`src/rtl/layer_out_sequencer.sv`:
```
// layer_out_sequencer: gathers one frame of NUM_NEURON parallel neuron outputs,
// each arriving on its own one-cycle valid pulse, then replays the frame as a
// serial valid/ready stream (index 0..NUM_NEURON-1) for the next dense layer.
// Optional feature macro: LAYER_OUT_SEQ_DBUF_EN adds a shadow bank/mask so the
// next frame can be collected while the current one is streaming out.
module layer_out_sequencer #(
   parameter int unsigned NUM_NEURON = 10,
   parameter int unsigned DATA_WIDTH = 16,
   parameter int unsigned CNT_WIDTH  = 16
) (
   input  logic                             i_clk,
   input  logic                             i_reset,
   input  logic [NUM_NEURON*DATA_WIDTH-1:0] i_data,
   input  logic [NUM_NEURON-1:0]            i_data_valid,
   output logic [DATA_WIDTH-1:0]            o_data,
   output logic                             o_data_valid,
   input  logic                             i_data_ready,
   output logic                             o_busy,
   output logic                             o_frame_done,
   output logic [CNT_WIDTH-1:0]             o_frame_cnt,
   output logic                             o_err_overrun
);

   localparam int unsigned      IDX_W    = (NUM_NEURON > 1) ? $clog2(NUM_NEURON) : 1;
   localparam logic [IDX_W-1:0] LAST_IDX = IDX_W'(NUM_NEURON - 1);

   localparam logic [1:0] IDLE = 2'd0;
   localparam logic [1:0] SEND = 2'd1;
   localparam logic [1:0] DONE = 2'd2;

   logic [1:0]            state;
   logic [1:0]            state_nxt;

   logic [DATA_WIDTH-1:0] in_word [NUM_NEURON];
   logic [DATA_WIDTH-1:0] bank    [NUM_NEURON];
   logic [NUM_NEURON-1:0] mask;
   logic [NUM_NEURON-1:0] mask_merge;
   logic [IDX_W-1:0]      idx;
   logic [IDX_W-1:0]      idx_inc;
   logic                  frame_full;
   logic                  xfer;
   logic                  last_word;
   logic                  overrun_hit;
   logic [DATA_WIDTH-1:0] first_word;

`ifdef LAYER_OUT_SEQ_DBUF_EN
   logic [DATA_WIDTH-1:0] sh_bank [NUM_NEURON];
   logic [NUM_NEURON-1:0] sh_mask;
   logic [NUM_NEURON-1:0] sh_merge;
   logic                  sh_full;
   logic [DATA_WIDTH-1:0] sh_first;
`endif

   // Split the flat upstream bus into per-neuron words.
   always_comb begin
      for (int k = 0; k < NUM_NEURON; k++) begin
         in_word[k] = i_data[k*DATA_WIDTH +: DATA_WIDTH];
      end
   end

   // Frame-completion, handshake and overrun qualifiers.
   always_comb begin
      mask_merge = mask | i_data_valid;
      frame_full = &mask_merge;
      // Word 0 may land on the very edge that completes the frame, so bypass it.
      first_word = i_data_valid[0] ? in_word[0] : bank[0];
      xfer       = o_data_valid & i_data_ready;
      last_word  = (idx == LAST_IDX);
      idx_inc    = idx + IDX_W'(1);
`ifdef LAYER_OUT_SEQ_DBUF_EN
      sh_merge    = sh_mask | i_data_valid;
      sh_full     = &sh_merge;
      sh_first    = i_data_valid[0] ? in_word[0] : sh_bank[0];
      overrun_hit = |(i_data_valid & sh_mask);
`else
      overrun_hit = |i_data_valid;
`endif
   end

   // State register.
   always_ff @(posedge i_clk or negedge i_reset) begin
      if (!i_reset) begin
         state <= IDLE;
      end else begin
         state <= state_nxt;
      end
   end

   // Next-state logic.
   always_comb begin
      state_nxt = state;
      case (state)
         IDLE: begin
            if (frame_full) begin
               state_nxt = SEND;
            end
         end
         SEND: begin
            if (xfer && last_word) begin
               state_nxt = DONE;
            end
         end
         DONE: begin
`ifdef LAYER_OUT_SEQ_DBUF_EN
            state_nxt = sh_full ? SEND : IDLE;
`else
            state_nxt = IDLE;
`endif
         end
         default: begin
            state_nxt = IDLE;
         end
      endcase
   end

   // Active bank and mask: filled while collecting, reloaded from the shadow after DONE.
   always_ff @(posedge i_clk or negedge i_reset) begin
      if (!i_reset) begin
         for (int k = 0; k < NUM_NEURON; k++) begin
            bank[k] <= '0;
         end
         mask <= '0;
      end else begin
         case (state)
            IDLE: begin
               for (int k = 0; k < NUM_NEURON; k++) begin
                  if (i_data_valid[k]) begin
                     bank[k] <= in_word[k];
                  end
               end
               mask <= mask_merge;
            end
            SEND: begin
               if (xfer && last_word) begin
                  mask <= '0;
               end
            end
`ifdef LAYER_OUT_SEQ_DBUF_EN
            DONE: begin
               for (int k = 0; k < NUM_NEURON; k++) begin
                  bank[k] <= i_data_valid[k] ? in_word[k] : sh_bank[k];
               end
               mask <= sh_merge;
            end
`endif
            default: begin
            end
         endcase
      end
   end

`ifdef LAYER_OUT_SEQ_DBUF_EN
   // Shadow bank: catches the next frame while the current one streams out.
   always_ff @(posedge i_clk or negedge i_reset) begin
      if (!i_reset) begin
         for (int k = 0; k < NUM_NEURON; k++) begin
            sh_bank[k] <= '0;
         end
         sh_mask <= '0;
      end else begin
         case (state)
            SEND: begin
               for (int k = 0; k < NUM_NEURON; k++) begin
                  if (i_data_valid[k]) begin
                     sh_bank[k] <= in_word[k];
                  end
               end
               sh_mask <= sh_merge;
            end
            DONE: begin
               for (int k = 0; k < NUM_NEURON; k++) begin
                  sh_bank[k] <= '0;
               end
               sh_mask <= '0;
            end
            default: begin
            end
         endcase
      end
   end
`endif

   // Serial output stream, status flags and frame counter.
   always_ff @(posedge i_clk or negedge i_reset) begin
      if (!i_reset) begin
         idx           <= '0;
         o_data        <= '0;
         o_data_valid  <= 1'b0;
         o_busy        <= 1'b0;
         o_frame_done  <= 1'b0;
         o_frame_cnt   <= '0;
         o_err_overrun <= 1'b0;
      end else begin
         o_busy       <= (state_nxt != IDLE);
         o_frame_done <= (state_nxt == DONE);
         case (state)
            IDLE: begin
               if (frame_full) begin
                  idx          <= '0;
                  o_data       <= first_word;
                  o_data_valid <= 1'b1;
               end
            end
            SEND: begin
               if (xfer) begin
                  if (last_word) begin
                     idx          <= '0;
                     o_data_valid <= 1'b0;
                  end else begin
                     idx    <= idx_inc;
                     o_data <= bank[idx_inc];
                  end
               end
               if (overrun_hit) begin
                  o_err_overrun <= 1'b1;
               end
            end
            DONE: begin
               o_frame_cnt <= o_frame_cnt + CNT_WIDTH'(1);
               if (overrun_hit) begin
                  o_err_overrun <= 1'b1;
               end
`ifdef LAYER_OUT_SEQ_DBUF_EN
               if (sh_full) begin
                  idx          <= '0;
                  o_data       <= sh_first;
                  o_data_valid <= 1'b1;
               end
`endif
            end
            default: begin
            end
         endcase
      end
   end

endmodule

```
`config.mk`:
```
export PLATFORM = sky130hd
export DESIGN_NAME = layer_out_sequencer
export DESIGN_NICKNAME = d
export VERILOG_FILES = /design/src/rtl/layer_out_sequencer.sv
export SDC_FILE = /design/constraint.sdc
export NUM_CORES = 1
export LEC_CHECK = 0
export BUFFER_PORTS_ARGS = -buffer_cell sky130_fd_sc_hd__buf_2
export CELL_PAD_IN_SITES_DETAIL_PLACEMENT = 0
export CELL_PAD_IN_SITES_GLOBAL_PLACEMENT = 1
export CORE_MARGIN = 4
export CORE_UTILIZATION = 46
export CTS_BUF_LIST = sky130_fd_sc_hd__clkbuf_2
export CTS_CLUSTER_DIAMETER = 30
export CTS_CLUSTER_SIZE = 14
export DETAILED_ROUTE_END_ITERATION = 10
export HOLD_SLACK_MARGIN = 0.1
export PLACE_DENSITY = 0.82
export SLEW_MARGIN = 20
export SYNTH_ARGS = -nofsm -noshare
export SYNTH_HDL_FRONTEND = slang
export SYNTH_SLANG_ARGS = --single-unit
export TNS_END_PERCENT = 50
```
`constraint.sdc`:
```
create_clock -name i_clk -period 2.3 [get_ports i_clk]
set_input_delay 0.115 -clock i_clk [delete_from_list [all_inputs] [get_ports i_clk]]
set_output_delay 0.115 -clock i_clk [all_outputs]
set_load 0.01 [all_outputs]
```
==> results of run 1 <==
through the flow:
step / hold slack, ps / utilization (%) / cells / cell area, um2
global placement: 127.8 / 53.82 / 1175 / 11310
floorplan: -180.6 / - / 701 / 9824
detailed placement: 131.5 / 53.82 / 1175 / 11310
cell families after synthesis:
logic type	count (synthesis)	synth area share, %
multiplexers	210	27.84
adder cells (fa/ha/maj)	6	0.7641
XOR/XNOR	15	1.337
buffers and inverters	50	2.432
AO/OA/AOI/OAI	107	7.934
flip-flops	212	54.00
AND/OR/NAND/NOR	101	5.693
==> metrics.cfg, run 1 <==
[floorplanning]
die_w_um=154.1
rows=53
boundaryPins=209
die_h_um=154.1
initial_core_util_pct=46.74

[synthesis]
netlist_top_cells_count=212 x dfrtp_1, 176 x mux2_2, 33 x mux4_2
synth_ff_type=dfrtp_1
synth_area_um2=9824
synth_area_leaders=dfrtp_1 54%, mux2_2 20%, mux4_2 7.6%
synth_edf_count=0
synth_top_area_cell=dfrtp_1
synth-seq-cells=212
synth_async_sr_flop_share_pct=100.0
post_synth_num_cell_types=44
synth_top_area_share_pct=54.00
synth_fp_nets=880
yosys_warnings=0
yosysMostFrequentCell=dfrtp_1
syn_avg_cell_area_um2=14.01
synth.yosys.seq_area_share_pct=54.00
netlist_instances=701

[clock_tree]
htree_levels=2
ctsHoldBuffers=250
post_cts_buffers=0
ctsRootBufferMaster=clkbuf_2
clockBufferDepth=3
cts_buffers=40
ctsResizeCount=0
cts.sinks=212

[placed_design]
dp_hpwl_mm=20.01
gp_congestion=0.8955
post-place-ws_ps=87.92
portBuffers=208

[outcome]
tool.error=[ERROR RSZ-0060] Max buffer count reached.
status=did not finish
stop_stage=4_1_cts

==> run 2: changes to the inputs <==
CELL_PAD_IN_SITES_DETAIL_PLACEMENT = default   (was 0)
CELL_PAD_IN_SITES_GLOBAL_PLACEMENT = default   (was 1)
CORE_UTILIZATION = 40   (was 46)
CTS_BUF_LIST = default   (was sky130_fd_sc_hd__clkbuf_2)
CTS_CLUSTER_DIAMETER = default   (was 30)
CTS_CLUSTER_SIZE = default   (was 14)
HOLD_SLACK_MARGIN = default   (was 0.1)
PLACE_DENSITY = default   (was 0.82)
PLACE_DENSITY_LB_ADDON = 0.15   (was default)
==> run 2 against run 1 <==
Effect of this change: the run now ends clean; area after synthesis did not move; synthesized cell count stayed put.
==> metrics.cfg, run 2 <==
[critical_path]
critical_path.top_delay_family=compound AO/OA/AOI/OAI gates
path_buf_inv=2
crit_path_end_kind=flip-flop
critPathArrivalTime_ps=2550
cp.required_ps=2710
cp_slowest_stage_delay_ps=430
crit_fanout=37
path_cells=inv_1 > ha_1 > buf_12 > o21ai_1 > or2_2 > o31ai_1
start_kind=flip-flop
slowest_stage=or2_2
path_class=flip-flop to flip-flop

[sta]
rsz0062_at_grt=no
maxSlewHeadroom_pct=53.36
fin_skew_ps=7.668
setup_viol=0
max_freq_mhz=466.3
hold_slack_ps=161.1
period_share_pct=93.24
max_slew.worst_pin.slew_ps=699.6
finalWorstSetupSlack_ps=155.4
report.final.slew_viol_count=0
fin_crit_ps=2145
hold_viol_final=0

[layout]
syn2layout_area_growth_pct=41.77
largestRegisters=bank x160, o_data x16, o_frame_cnt x16
final_core_util_pct=57.44
final_area_um2=13930
final_cell_mix=211 x dfrtp_1, 207 x buf_2, 176 x mux2_2
antenna-diode-count=0
largest_register_ff_count=160
layout_commonest_cell=dfrtp_1
drive_gt1_share_pct=44.56
regMostFlops=bank
final_nets=1275
fill_cells=2071

[placed_design]
place_area_um2=11370  ; was 11310 um2
gp_congestion=0.8551  ; was 0.8955
portBuffers=208  ; unchanged
dp_hpwl_mm=19.61  ; was 20.01 mm
post-place-ws_ps=-110.9  ; was 87.92 ps

[floorplanning]
dieArea_um2=27130
die_w_um=164.7  ; was 154.1 um
rows=57  ; was 53
fp.coreArea_um2=24250
boundaryPins=209  ; unchanged
die_h_um=164.7  ; was 154.1 um
initial_core_util_pct=40.52  ; was 46.74%

[power_and_ir_drop]
p_leak_uw=0.006167
ir_worst_vdd_mv=0.5717
cellPowerDensity_nw_per_um2=1249

[synthesis]
synth_edf_count=0  ; unchanged
yosysMostFrequentCell=dfrtp_1  ; unchanged
synth_top_area_cell=dfrtp_1  ; unchanged
synth_async_sr_flop_share_pct=100.0  ; unchanged
synth_area_um2=9824  ; unchanged
synth_ff_type=dfrtp_1  ; unchanged
synth-seq-cells=212  ; unchanged
syn_avg_cell_area_um2=14.01  ; unchanged
synth_fp_nets=880  ; unchanged
netlist_top_cells_count=212 x dfrtp_1, 176 x mux2_2, 33 x mux4_2  ; unchanged
post_synth_num_cell_types=44  ; unchanged
netlist_instances=701  ; unchanged
synth_area_leaders=dfrtp_1 54%, mux2_2 20%, mux4_2 7.6%  ; unchanged
synth.yosys.seq_area_share_pct=54.00  ; unchanged
synth_top_area_share_pct=54.00  ; unchanged
yosys_warnings=0  ; unchanged

[detailed_routing]
ant_nets=0
wirelength_mm=28.18
wl_per_cell_um=19.61
num_vias=7426
drtIter0Drc=461
drtPass1Iterations=5
vias_per_cell=5.168
post-route-drc-count=0

[worst_hold_path]
hold_path_class=input pin to async pin

[clock_tree]
cts_tree=built
htree_levels=1  ; was 2
post_cts_buffers=0  ; unchanged
clk-insertion-delay-late_ps=520
clockBufferDepth=3  ; unchanged
cts.sinks=212  ; unchanged
path_clk_slew_ps=60
ctsRootBufferMaster=clkbuf_16  ; was clkbuf_2
cts_buffers=24  ; was 40

[job]
maxCapViolations=0

[global_routing]
grt_max_degree=78
grt_pass1_wl_mm=44.08
globalRoute.totalOverflow=0
antenna_found_initial=0
grt_usage_pct=21.00
grt_pass1_vias=8046

[outcome]
status=finished, final reports clean  ; was did not finish

-- run 2: stage by stage --
stage / total power (uW) / instances / setup TNS [ps]
2_1_floorplan: 11040 / 701 / 0
3_3_place_gp: 13180 / 1223 / -212.6
5_1_grt: 18470 / 1437 / 0
3_5_place_dp: 13310 / 1223 / -683.5
4_1_cts: 17600 / 1437 / 0
6_report: 17400 / 1437 / 0
-- run 2: layer usage --
| layer | GRT usage, % | vias to the layer above | routed length (um) |
|---|---|---|---|
| met3 | 3.594 | 42 | 1546 |
| met2 | 36.75 | 211 | 14270 |
| met4 | 4.915 | 0 | 651 |
| met1 | 27.37 | 3739 | 11710 |
| met5 | 0 | - | 0 |
| li1 | - | 3434 | - |
-- run 2: repair_timing --
item | in CTS | in global routing
hold endpoints to repair | 255 | 0
hold buffers | 171 | 0
gates resized for setup | 2 | 2
cloned | 0 | 0
endpoints found under the setup margin | 15 | 16
-- run 2: final timing paths --
kind	to	startpoint	depth (start not counted)	slack, ps
min in group i_clk	o_frame_done	i_data_valid[0]	4	240
worst max register to register	o_data[3]	state[1]	6	160
worst min-delay path	mask[2]	i_reset	2	160
max in group asynchronous	bank[25]	i_reset	3	1300
worst max-delay path	o_data[3]	state[1]	6	160
worst min register to register	o_frame_cnt[15]	o_frame_cnt[15]	1	470
-- run 2: kinds of logic after synthesis --
family	synth area share [%]
muxes	27.84
xor gates and xnor gates	1.337
buffers and inverters	2.432
AOI/OAI and AO/OA	7.934
DFF	54.00
and+or+nand+nor	5.693
adders and majority gates	0.7641
-- run 2: final cells by class --
type	instances	area, um2	area share (%)
Tap cell	324	405.4	2.911
Clock inverter	6	80.08	0.5749
Multi-Input combinational cell	439	4300	30.87
Sequential cell	212	5309	38.12
Clock buffer	37	750.7	5.390
Timing Repair Buffer	411	3053	21.92
Inverter	8	30.03	0.2156
-- run 2: power breakdown --
group | internal, uW | switching [uW] | leakage [uW]
sequential | 5420 | 988 | 0.00249
combinational | 3930 | 3100 | 0.00326
clock | 2460 | 1510 | 0.000414
Power figures use the tool's default switching activity.
